$ cat config.mk
export PLATFORM = sky130hd
export DESIGN_NAME = fetch_unit
export DESIGN_NICKNAME = d
export VERILOG_FILES = /design/src/rtl/fetch_unit_pkg.sv /design/src/rtl/fetch_pc_sel.sv /design/src/rtl/fetch_unit.sv
export SDC_FILE = /design/constraint.sdc
export NUM_CORES = 1
export LEC_CHECK = 0
export ABC_AREA = 1
export CELL_PAD_IN_SITES_DETAIL_PLACEMENT = 0
export CELL_PAD_IN_SITES_GLOBAL_PLACEMENT = 1
export CORE_MARGIN = 2
export CORE_UTILIZATION = 41
export CTS_CLUSTER_DIAMETER = 80
export DETAILED_ROUTE_END_ITERATION = 6
export DONT_BUFFER_PORTS = 1
export PLACE_DENSITY_LB_ADDON = 0.08
export REMOVE_ABC_BUFFERS = 1
export SLEW_MARGIN = 5
export SYNTH_ARGS = -nofsm -noshare
export SYNTH_HDL_FRONTEND = slang
export SYNTH_SLANG_ARGS = --single-unit
export TNS_END_PERCENT = 50
$ cat constraint.sdc
create_clock -name clk -period 3.7 [get_ports clk]
set_clock_uncertainty 0.1 [all_clocks]
set_input_delay 0.74 -clock clk [delete_from_list [all_inputs] [get_ports clk]]
set_output_delay 0.74 -clock clk [all_outputs]
set_load 0.02 [all_outputs]
$ cat src/rtl/fetch_unit_pkg.sv
// Shared types and constants for the instruction-fetch stage.
//   word_t / instr_t : 32-bit machine word and instruction
//   fetch_state_t    : fetch FSM states (FETCH issues, WAIT awaits response)
//   redirect_src_t   : which redirect source won the priority select
//   RESET_PC         : PC loaded on reset
//   EXC_VECTOR       : PC loaded on an exception redirect
package fetch_unit_pkg;

  typedef logic [31:0] word_t;
  typedef word_t       instr_t;

  localparam word_t RESET_PC   = 32'h0000_1000;
  localparam word_t EXC_VECTOR = 32'h0000_2000;

  typedef enum logic {
    FETCH,
    WAIT
  } fetch_state_t;

  typedef enum logic [1:0] {
    SRC_NONE,
    SRC_EXC,
    SRC_IRET,
    SRC_BR
  } redirect_src_t;

endpackage

$ cat src/rtl/fetch_pc_sel.sv
// Combinational priority select of the PC redirect source.
// Priority: exception > iret > taken jump/branch. The chosen target is
// forced word aligned.
//   exc_valid              in  : exception redirect to EXC_VECTOR
//   iret_valid, iret_pc    in  : return redirect and its target
//   br_valid, br_pc        in  : taken jump/branch and its target
//   redirect_valid         out : some redirect is active this cycle
//   redirect_pc            out : aligned target of the winning source
//   redirect_src           out : winning source (SRC_NONE if none)
module fetch_pc_sel #(
  parameter int unsigned       WORD_W     = 32,
  parameter logic [WORD_W-1:0] EXC_VECTOR = fetch_unit_pkg::EXC_VECTOR
) (
  input  logic                          exc_valid,
  input  logic                          iret_valid,
  input  logic [WORD_W-1:0]             iret_pc,
  input  logic                          br_valid,
  input  logic [WORD_W-1:0]             br_pc,
  output logic                          redirect_valid,
  output logic [WORD_W-1:0]             redirect_pc,
  output fetch_unit_pkg::redirect_src_t redirect_src
);
  import fetch_unit_pkg::*;

  logic [WORD_W-1:0] target;

  always_comb begin
    redirect_src = SRC_NONE;
    target       = '0;
    if (exc_valid) begin
      redirect_src = SRC_EXC;
      target       = EXC_VECTOR;
    end else if (iret_valid) begin
      redirect_src = SRC_IRET;
      target       = iret_pc;
    end else if (br_valid) begin
      redirect_src = SRC_BR;
      target       = br_pc;
    end
    redirect_valid = (redirect_src != SRC_NONE);
    redirect_pc    = {target[WORD_W-1:2], 2'b00};
  end

endmodule

$ cat src/rtl/fetch_unit.sv
// Instruction-fetch stage: owns the PC, issues one-outstanding-request
// fetches to the instruction cache and hands {instr, pc, fault} to decode
// through a valid/stall handshake. Redirects (exception, iret, branch)
// flush the output register and discard any stale in-flight response.
//   clk, rst                 : clock, asynchronous active-high reset
//   ic_req, ic_addr          out : fetch request and word-aligned address
//   ic_gnt                   in  : cache accepted the request this cycle
//   ic_rvalid/rdata/rerr     in  : response valid, instruction, fault flag
//   exc_valid                in  : exception redirect to EXC_VECTOR
//   iret_valid, iret_pc      in  : return redirect
//   br_valid, br_pc          in  : taken jump/branch redirect
//   dec_stall                in  : decoder cannot accept this cycle
//   if_valid/instr/pc/fault  out : output register towards the decoder
module fetch_unit #(
  parameter int unsigned       WORD_W     = 32,
  parameter logic [WORD_W-1:0] RESET_PC   = fetch_unit_pkg::RESET_PC,
  parameter logic [WORD_W-1:0] EXC_VECTOR = fetch_unit_pkg::EXC_VECTOR
) (
  input  logic              clk,
  input  logic              rst,
  output logic              ic_req,
  output logic [WORD_W-1:0] ic_addr,
  input  logic              ic_gnt,
  input  logic              ic_rvalid,
  input  logic [WORD_W-1:0] ic_rdata,
  input  logic              ic_rerr,
  input  logic              exc_valid,
  input  logic              iret_valid,
  input  logic [WORD_W-1:0] iret_pc,
  input  logic              br_valid,
  input  logic [WORD_W-1:0] br_pc,
  input  logic              dec_stall,
  output logic              if_valid,
  output logic [WORD_W-1:0] if_instr,
  output logic [WORD_W-1:0] if_pc,
  output logic              if_fault
);
  import fetch_unit_pkg::*;

  fetch_state_t      state, state_d;
  logic [WORD_W-1:0] pc, pc_d;
  logic              drop, drop_d;
  logic              if_valid_d, if_fault_d;
  logic [WORD_W-1:0] if_instr_d, if_pc_d;

  logic              redirect_valid;
  logic [WORD_W-1:0] redirect_pc;
  redirect_src_t     redirect_src;
  logic              redirect;
  logic              grant, consume, in_flight;

  fetch_pc_sel #(
    .WORD_W     (WORD_W),
    .EXC_VECTOR (EXC_VECTOR)
  ) u_pc_sel (
    .exc_valid      (exc_valid),
    .iret_valid     (iret_valid),
    .iret_pc        (iret_pc),
    .br_valid       (br_valid),
    .br_pc          (br_pc),
    .redirect_valid (redirect_valid),
    .redirect_pc    (redirect_pc),
    .redirect_src   (redirect_src)
  );

  assign redirect = redirect_valid && (redirect_src != SRC_NONE);

  // Request only when the output register will be free at the next edge.
  assign ic_req    = !rst && (state == FETCH) && (!if_valid || !dec_stall);
  assign ic_addr   = pc;
  assign grant     = ic_req && ic_gnt;
  assign consume   = if_valid && !dec_stall;
  assign in_flight = ((state == WAIT) && !ic_rvalid) || grant;

  always_comb begin
    state_d    = state;
    pc_d       = pc;
    drop_d     = drop;
    if_valid_d = if_valid && !consume;
    if_instr_d = if_instr;
    if_pc_d    = if_pc;
    if_fault_d = if_fault;
    if (redirect) begin
      // A redirect beats any response landing this cycle; if a response
      // is still owed, wait for it and throw it away.
      pc_d       = redirect_pc;
      if_valid_d = 1'b0;
      if (in_flight) begin
        state_d = WAIT;
        drop_d  = 1'b1;
      end else begin
        state_d = FETCH;
        drop_d  = 1'b0;
      end
    end else begin
      case (state)
        FETCH: begin
          if (grant) state_d = WAIT;
        end
        WAIT: begin
          if (ic_rvalid) begin
            state_d = FETCH;
            if (drop) begin
              drop_d = 1'b0;
            end else begin
              if_valid_d = 1'b1;
              if_instr_d = ic_rerr ? '0 : ic_rdata;
              if_pc_d    = pc;
              if_fault_d = ic_rerr;
              pc_d       = pc + WORD_W'(4);
            end
          end
        end
        default: state_d = FETCH;
      endcase
    end
  end

  always_ff @(posedge clk or posedge rst) begin
    if (rst) begin
      state    <= FETCH;
      pc       <= RESET_PC;
      drop     <= 1'b0;
      if_valid <= 1'b0;
      if_instr <= '0;
      if_pc    <= '0;
      if_fault <= 1'b0;
    end else begin
      state    <= state_d;
      pc       <= pc_d;
      drop     <= drop_d;
      if_valid <= if_valid_d;
      if_instr <= if_instr_d;
      if_pc    <= if_pc_d;
      if_fault <= if_fault_d;
    end
  end

endmodule

==> metrics.yaml, run 1 <==
status: "finished clean"
yosysWarnings: 0
core_area_sq_mm: 0.0119
start_util_pct: 41.5
synthDominantCellAreaShare_pct: 48.2
cts-hold-fix-buffers: 0
netlist_top_cells_count: "138 x nand2_1, 95 x dfrtp_1, 63 x nor2_1"
vias: 4026
layout_min_cycle_time_ns: 2.31
hold_class: "in -> async"
setup_tns_ns: 0
die_h_um: 114
multiInputGateArea_sq_mm: 0.00209
rsz0062_at_grt: "false"
nets: 698
seqCellArea_sq_mm: 0.00240
finalHoldViolations: 0
fp-row-count: 40
critPathMaxFanout: 39
syn_to_final_growth_pct: 7.29
syn_inst: 605
overflow: 0
synth_cell_types: 28
insertion_delay_ns: 0.35
port_buffers: 0
post-route-cell-area_sq_mm: 0.00529
cp.arrival_ns: 2.43
dr_wl_met2_um: 6590
final-setup-viol-count: 0
via_per_inst: 5.41
grt_pass1_wl_um: 21900
cellLeakagePower_nw: 2.40
synth_edf_count: 0
diodes: 0
drtPass1Iterations: 4
endpoint_kind: "flip-flop"
holdWs_ns: 0.162
synth_area_leaders: "dfrtp_1 48%, nand2_1 11%, a22o_1 6.9%"
die_w_um: 114
wl_per_cell_um: 18.9
routabilityCongestion: 0.812
netlist_area_sq_mm: 0.00493
top_layer: "met4"
cts-root-buf: "clkbuf_16"
grt.total_usage_pct: 21.9
antenna_found_initial: 0
clk_path_buf_depth: 2
slew_violations: 0
placed_area_sq_mm: 0.00497
syn-mean-instance-area_sq_um: 8.14
dpl.hpwl_um: 9870
cp-start-kind: "primary input"
drc: 0
clkTransAtPathRegs_ns: 0.07
tightest_slew_ns: 0.875
relSlewSlack_pct: 41.7
antenna_left: 0
layout-drive-gt1-share_pct: 5.86
cts_tree: "built"
dieArea_sq_mm: 0.0129
drt_first_iter_violations: 307
wl_met1_um: 6260
power_density_mw_per_mm2: 578
h-tree-depth: 3
peakVddDrop_mv: 0.204
cp.required_ns: 3.82
met3WireLength_um: 1010
cap_violations: 0
yosys.cell_count.top_type: "nand2_1"
fillCellCount: 1199
min_period_over_period_pct: 62.5
routed_wl_um: 14100
numCtsBuffers: 9
io_pins: 204
critical_path_class: "in -> reg"
yosysTopAreaCell: "dfrtp_1"
max_freq_mhz: 432
cts_num_sinks: 96
synth-seq-cells: 96
synth_ff_type: "dfrtp_1"
cts-resized-gates: 0
grt_max_degree: 69
post_cts_buffers: 0
async_flop_share_pct: 100
grt_pass1_vias: 4062
synth_seq_area_share_pct: 48.8
## flip-flops by register name, indices dropped and copies added (netlist names)
name	cells
if_fault	1
if_instr	32
drop	1
state	1
ic_addr	30
if_valid	1
if_pc	30
## cells in the final DEF, fill, tap and decap left out, types with 7 or more instances in the layout
master and n:
nand2_1 138, o21ai_0 58, dfrtp_1 95, nor2_1 62, a21oi_1 31, a22oi_1 21
inv_1 58, nand3_1 42, clkbuf_16 9, a22o_1 39, buf_4 7
## per-layer routing
metal	track usage, %	up-vias
li1	-	1982
met1	29.0	1877
met2	35.2	153
met3	4.78	14
met4	8.46	0
met5	0	-
## path summary, 6_finish.rpt
| kind | start | end | slack, ns | cells past startpoint |
|---|---|---|---|---|
| min in group clk | ic_rvalid | state$_DFF_PP0_ | 0.38 | 1 |
| min reg2reg | state$_DFF_PP0_ | state$_DFF_PP0_ | 0.39 | 1 |
| min | rst | if_fault$_DFFE_PP0P_ | 0.16 | 1 |
| max | br_valid | if_pc[2]$_DFFE_PP0P_ | 1.39 | 6 |
| max reg2reg | state$_DFF_PP0_ | if_pc[2]$_DFFE_PP0P_ | 1.51 | 7 |
| max in group asynchronous | rst | if_instr[0]$_DFFE_PP0P_ | 2.12 | 2 |
## logic make-up after synthesis
kind of cell / synth area share, %
flip-flops: 48.8
AO/OA/AOI/OAI: 20.2
AND/OR/NAND/NOR: 21.6
other: 0.0761
adder cells (fa/ha/maj): 0.254
buffers and inverters: 9.04
## area by class of cell
class                   instances  area share, %
clock buffers                   9           4.26
clock inverters                 7           1.78
inverters                      62           4.45
multi-input cells             416           39.6
flip-flops and latches         96           45.5
well taps                     147           3.48
repair buffers                  7          0.994
## power breakdown
part           internal (W)  total (W)  leakage (nW)  switching [W]
sequential          0.00125    0.00169          1.27       0.000438
combinational      0.000156   0.000355         0.977       0.000199
clock              0.000593    0.00101         0.152       0.000414
total               0.00200    0.00305          2.40        0.00105
## through the flow
stage / worst slack [ns] / cells / utilization [%] / total power, W
floorplan: -0.292 / 574 / - / 0.00194
global placement: 1.05 / 728 / 41.9 / 0.00206
detailed placement: 1.00 / 728 / 41.9 / 0.00207
CTS: 1.37 / 744 / 44.6 / 0.00309
global route: 1.16 / 744 / 44.6 / 0.00322
finish: 1.39 / 744 / 44.6 / 0.00305
## critical path: stages
cell and delay (ns):
inv_1 0.03, nand2_1 0.41, nor2_4 0.11, inv_2 0.54, buf_4 0.42, o21ai_0 0.14
Note: power is estimated with default switching activity, not from simulation.
==> run 2, diff against run 1 <==
- CORE_UTILIZATION: 41 -> 45
- clock period: 3.7 -> 2.2 ns (I/O delays scaled with it)
==> run 2 against run 1 <==
Flip-flop and latch count is the same. Register-to-register slack lost 1.3 ns. Die area shrank 8.6%. Count of clock-buffer cells in the layout is the same. First-iteration DRC count shrank 14%. Critical path type is now reg -> reg.
==> metrics.yaml, run 2 (synthesized netlist as in run 1, its figures left out) <==
cp.arrival_ns: 2.21  # was 2.43 ns
diodes: 0  # unchanged
antenna_found_initial: 0  # unchanged
drc: 0  # unchanged
clkTransAtPathRegs_ns: 0.10  # was 0.07 ns
cp.required_ns: 2.40  # was 3.82 ns
cts-resized-gates: 0  # unchanged
crit_chain: "nand2_2 -> nor2_8 -> inv_2 -> nor2_4 -> inv_2 -> nor2_8 -> a22o_1"  # was inv_1 -> nand2_1 -> nor2_4 -> inv_2 -> buf_4 -> o21ai_0
core_area_sq_mm: 0.0107  # was 0.0119 sq mm
whs_path_depth: 1
slew_violations: 0  # unchanged
intPower_w: 0.00317  # was 0.00200 W
start_util_pct: 45.9  # was 41.5%
fillCellCount: 1035  # was 1199
fp-row-count: 38  # was 40
numCtsBuffers: 9  # unchanged
rsz0062_at_grt: "false"  # unchanged
dieArea_sq_mm: 0.0118  # was 0.0129 sq mm
comb_power_share_pct: 14.3  # was 11.6%
netSwitchingPower_w: 0.00174  # was 0.00105 W
cap_violations: 0  # unchanged
port_buffers: 0  # unchanged
clkPwrFrac_pct: 29.1  # was 33.0%
die_h_um: 109  # was 114 um
grt_pass1_wl_um: 20500  # was 21900 um
layout_common_cells: "138 x nand2_1, 95 x dfrtp_1, 62 x nor2_1, 58 x inv_1, 58 x o21ai_0"  # unchanged
largest_reg_flops: 32  # unchanged
critPathMaxStageDelay_ns: 0.41  # was 0.54 ns
final_common_cell: "nand2_1"  # unchanged
layout-drive-gt1-share_pct: 8.75  # was 5.86%
hold_class: "in -> reg"  # was in -> async
cts-root-buf: "clkbuf_8"  # was clkbuf_16
placed_area_sq_mm: 0.00515  # was 0.00497 sq mm
critical_path_class: "reg -> reg"  # was in -> reg
cellLeakagePower_nw: 2.48  # was 2.40 nW
syn_to_final_growth_pct: 9.50  # was 7.29%
cpMaxStageDelayCell: "nor2_8"  # was inv_2
overflow: 0  # unchanged
min_period_over_period_pct: 91.1
regMostFlops: "if_instr"  # unchanged
vias: 4081  # was 4026
status: "finished clean"  # unchanged
switching_share_pct: 35.4  # was 34.4%
antenna_left: 0  # unchanged
dpl.hpwl_um: 9600  # was 9870 um
grt_max_degree: 89  # was 69
h-tree-depth: 3  # unchanged
max_freq_mhz: 499
multiInputGateArea_sq_mm: 0.00209  # unchanged
cts_tree: "built"  # unchanged
post-route-cell-area_sq_mm: 0.00540  # was 0.00529 sq mm
cts_num_sinks: 96  # unchanged
seqCellArea_sq_mm: 0.00240  # unchanged
grt.total_usage_pct: 22.4  # was 21.9%
critPathMaxFanout: 33  # was 39
reg2reg_depth: 7  # unchanged
die_w_um: 109  # was 114 um
final-setup-viol-count: 0  # unchanged
insertion_delay_ns: 0.37  # was 0.35 ns
setup_tns_ns: 0  # unchanged
cp-start-kind: "flip-flop"  # was primary input
finalHoldViolations: 0  # unchanged
p_total_w: 0.00490  # was 0.00305 W
drt_first_iter_violations: 263  # was 307
endpoint_kind: "flip-flop"  # unchanged
nets: 719  # was 698
via_per_inst: 5.39  # was 5.41
routabilityCongestion: 0.835  # was 0.812
wl_per_cell_um: 17.8  # was 18.9 um
power_density_mw_per_mm2: 909  # was 578 mW/mm^2
drtPass1Iterations: 4  # unchanged
peakVddDrop_mv: 0.428  # was 0.204 mV
io_pins: 204  # unchanged
layout_min_cycle_time_ns: 2.00
pwr-share-seq_pct: 56.7  # was 55.4%
clk_path_buf_depth: 2  # unchanged
holdWs_ns: 0.0509  # was 0.162 ns
grt_pass1_vias: 3829  # was 4062
routed_wl_um: 13400  # was 14100 um
-- run 2: routing by layer --
layer	share of wire, %	up-vias	global-route usage (%)	wire (um)
li1	-	2025	-	-
met1	46	1884	31.2	6200
met4	1.4	0	6.14	189
met3	8.1	14	6.10	1080
met2	44	158	34.6	5970
met5	0	-	0	0
-- run 2: timing repair --
item                                   4_1_cts  5_1_grt
buffers inserted                             0        0
endpoints found under the hold margin        8        0
hold buffers                                 1        0
-- run 2: final timing paths --
kind	endpoint	startpoint	slack, ns
max in group asynchronous	ic_addr[6]$_DFFE_PP0P_	rst	0.94
min in group asynchronous	if_pc[10]$_DFFE_PP0P_	rst	0.34
max reg2reg	if_instr[2]$_DFFE_PP0P_	state$_DFF_PP0_	0.20
max	if_instr[2]$_DFFE_PP0P_	state$_DFF_PP0_	0.20
min	state$_DFF_PP0_	ic_rvalid	0.05
min reg2reg	state$_DFF_PP0_	state$_DFF_PP0_	0.42
-- run 2: layout make-up --
class | count | area share [%]
inverter | 62 | 4.36
multi-input combinational | 416 | 38.8
tap | 140 | 3.25
sequential | 96 | 44.6
timing repair buffer | 28 | 4.64
clock buffer | 9 | 2.30
clock inverter | 6 | 2.13
-- run 2: through the flow --
step | worst slack (ns) | std cells | util (%)
global route | 0.0314 | 757 | 50.2
global placement | 0.208 | 741 | 47.9
floorplan | -1.19 | 574 | -
finish | 0.196 | 757 | 50.2
detailed placement | 0.145 | 741 | 47.9
CTS | 0.196 | 757 | 50.2
-- run 2: power by group through the flow --
stage               Combinational [W]  Sequential (W)  Clock, W
floorplan                    0.000477         0.00278         0
global placement             0.000679         0.00281         0
detailed placement           0.000705         0.00282         0
CTS                          0.000714         0.00278   0.00145
global route                 0.000799         0.00283   0.00154
finish                       0.000700         0.00278   0.00143
-- run 2: critical path: cells and delay by family, from the launching register on --
kind / cells / cell delay [ns]
AO/OA/AOI/OAI: 1 / 0.22
flip-flops: 1 / 0.40
AND/OR/NAND/NOR: 4 / 0.85
buffers and inverters: 2 / 0.34
==> run 3, diff against run 2 <==
- MAX_ROUTING_LAYER: default -> met4
==> run 3 against run 2 <==
Clock power about the same. Sequential share of layout area unchanged. Critical path depth unchanged. Critical path type unchanged. Critical endpoint unchanged. Largest power group unchanged. Highest routed layer unchanged.
==> metrics.yaml, run 3 (synthesized netlist as in run 1, its figures left out) <==
status: "finished clean"  # unchanged
via_per_inst: 5.40  # was 5.39
vias: 4086  # was 4081
drt_first_iter_violations: 278  # was 263
slew_violations: 0  # unchanged
cp.required_ns: 2.40  # about the same
p_total_w: 0.00490  # about the same
diodes: 0  # unchanged
clkTransAtPathRegs_ns: 0.10  # about the same
cpMaxStageDelayCell: "nor2_8"  # unchanged
clk_path_buf_depth: 2  # unchanged
critPathMaxFanout: 33  # unchanged
grt_max_degree: 89  # unchanged
max_freq_mhz: 502  # was 499 MHz
cts_num_sinks: 96  # unchanged
reg2reg_depth: 7  # unchanged
layout_common_cells: "138 x nand2_1, 95 x dfrtp_1, 62 x nor2_1, 58 x inv_1, 58 x o21ai_0"  # unchanged
final-setup-viol-count: 0  # unchanged
critical_path_class: "reg -> reg"  # unchanged
layout-drive-gt1-share_pct: 8.75  # unchanged
finalHoldViolations: 0  # unchanged
peakVddDrop_mv: 0.429  # was 0.428 mV
regMostFlops: "if_instr"  # unchanged
insertion_delay_ns: 0.36  # was 0.37 ns
fillCellCount: 1035  # unchanged
post_cts_buffers: 0  # unchanged
whs_path_depth: 1  # unchanged
fin_util_pct: 50.2  # unchanged
drc: 0  # unchanged
routabilityCongestion: 0.848  # was 0.835
nets: 719  # unchanged
cp.arrival_ns: 2.19  # was 2.21 ns
start_util_pct: 45.9  # unchanged
wl_per_cell_um: 17.7  # was 17.8 um
crit_buf_inv: 2  # unchanged
crit_chain: "nand2_2 -> nor2_8 -> inv_2 -> nor2_4 -> inv_2 -> nor2_8 -> a22o_1"  # unchanged
power_density_mw_per_mm2: 908  # was 909 mW/mm^2
die_h_um: 109  # unchanged
syn_to_final_growth_pct: 9.50  # unchanged
layout_min_cycle_time_ns: 1.99  # was 2.00 ns
dieArea_sq_mm: 0.0118  # unchanged
min_period_over_period_pct: 90.5  # was 91.1%
overflow: 0  # unchanged
fp-row-count: 38  # unchanged
io_pins: 204  # unchanged
antenna_found_initial: 0  # unchanged
grt_pass1_vias: 3828  # was 3829
final_common_cell: "nand2_1"  # unchanged
cap_violations: 0  # unchanged
rsz0062_at_grt: "false"  # unchanged
h-tree-depth: 3  # unchanged
critPathMaxStageDelay_ns: 0.41  # about the same
endpoint_kind: "flip-flop"  # unchanged
holdWs_ns: 0.0566  # was 0.0509 ns
dpl.hpwl_um: 9600  # unchanged
largest_reg_flops: 32  # unchanged
antenna_left: 0  # unchanged
die_w_um: 109  # unchanged
cts-root-buf: "clkbuf_8"  # unchanged
path_delay_family: "simple AND/OR/NAND/NOR gates"  # unchanged
cts_tree: "built"  # unchanged
numCtsBuffers: 9  # unchanged
routed_wl_um: 13400  # about the same
cp-start-kind: "flip-flop"  # unchanged
cellLeakagePower_nw: 2.48  # unchanged
grt.total_usage_pct: 23.1  # was 22.4%
core_area_sq_mm: 0.0107  # unchanged
hold_class: "in -> reg"  # unchanged
grt_pass1_wl_um: 20400  # was 20500 um
port_buffers: 0  # unchanged
cp_num_cells: 7  # unchanged
drtPass1Iterations: 4  # unchanged
==> run 3: cell counts in the layout (fill, tap and decap cells not counted) <==
Identical to the previous run, type by type.
==> run 3: final cells by class <==
type / count / area, sq um / share of cell area, %
inverters: 62 / 235 / 4.36
clock inverters: 6 / 115 / 2.13
repair buffers: 28 / 250 / 4.64
clock buffers: 9 / 124 / 2.30
flip-flops and latches: 96 / 2400 / 44.6
well taps: 140 / 175 / 3.25
multi-input cells: 416 / 2090 / 38.8
==> run 3: metal layers <==
layer	GRT usage (%)	vias up	routed length [um]
met5	-	-	0
met3	6.04	14	1080
met2	34.6	166	5970
met4	6.14	0	206
li1	-	2025	-
met1	31.3	1881	6140
==> run 3: what timing repair did <==
action | 4_1_cts | 5_1_grt
endpoints found under the hold margin | 8 | 0
hold buffers | 1 | 0
resized for setup | 0 | 0
endpoints found under the setup margin | 0 | 0
==> run 3: report_power, final <==
| part | internal [W] | switching (W) | leakage, nW | total [W] |
|---|---|---|---|---|
| clock network | 0.000758 | 0.000664 | 0.116 | 0.00142 |
| registers | 0.00211 | 0.000672 | 1.27 | 0.00278 |
| logic | 0.000305 | 0.000394 | 1.10 | 0.000699 |
| total | 0.00317 | 0.00173 | 2.48 | 0.00490 |
==> run 3: metrics by stage <==
step	worst slack, ns	TNS, ns	std cells	cell area (sq um)
floorplan	-1.19	-97.19	574	4730
global placement	0.208	0	741	5150
detailed placement	0.145	0	741	5150
CTS	0.196	0	757	5400
global route	0.0314	0	757	5400
finish	0.209	0	757	5400
==> run 3: path summary, 6_finish.rpt <==
kind                                 startpoint  slack, ns                      end
worst max-delay path            state$_DFF_PP0_       0.21  if_instr[2]$_DFFE_PP0P_
worst min-delay path                  ic_rvalid       0.06          state$_DFF_PP0_
worst max register to register  state$_DFF_PP0_       0.21  if_instr[2]$_DFFE_PP0P_
worst min register to register  state$_DFF_PP0_       0.42          state$_DFF_PP0_
max in group asynchronous                   rst       0.94  ic_addr[27]$_DFFE_PP0P_
min in group asynchronous                   rst       0.34    if_pc[10]$_DFFE_PP0P_
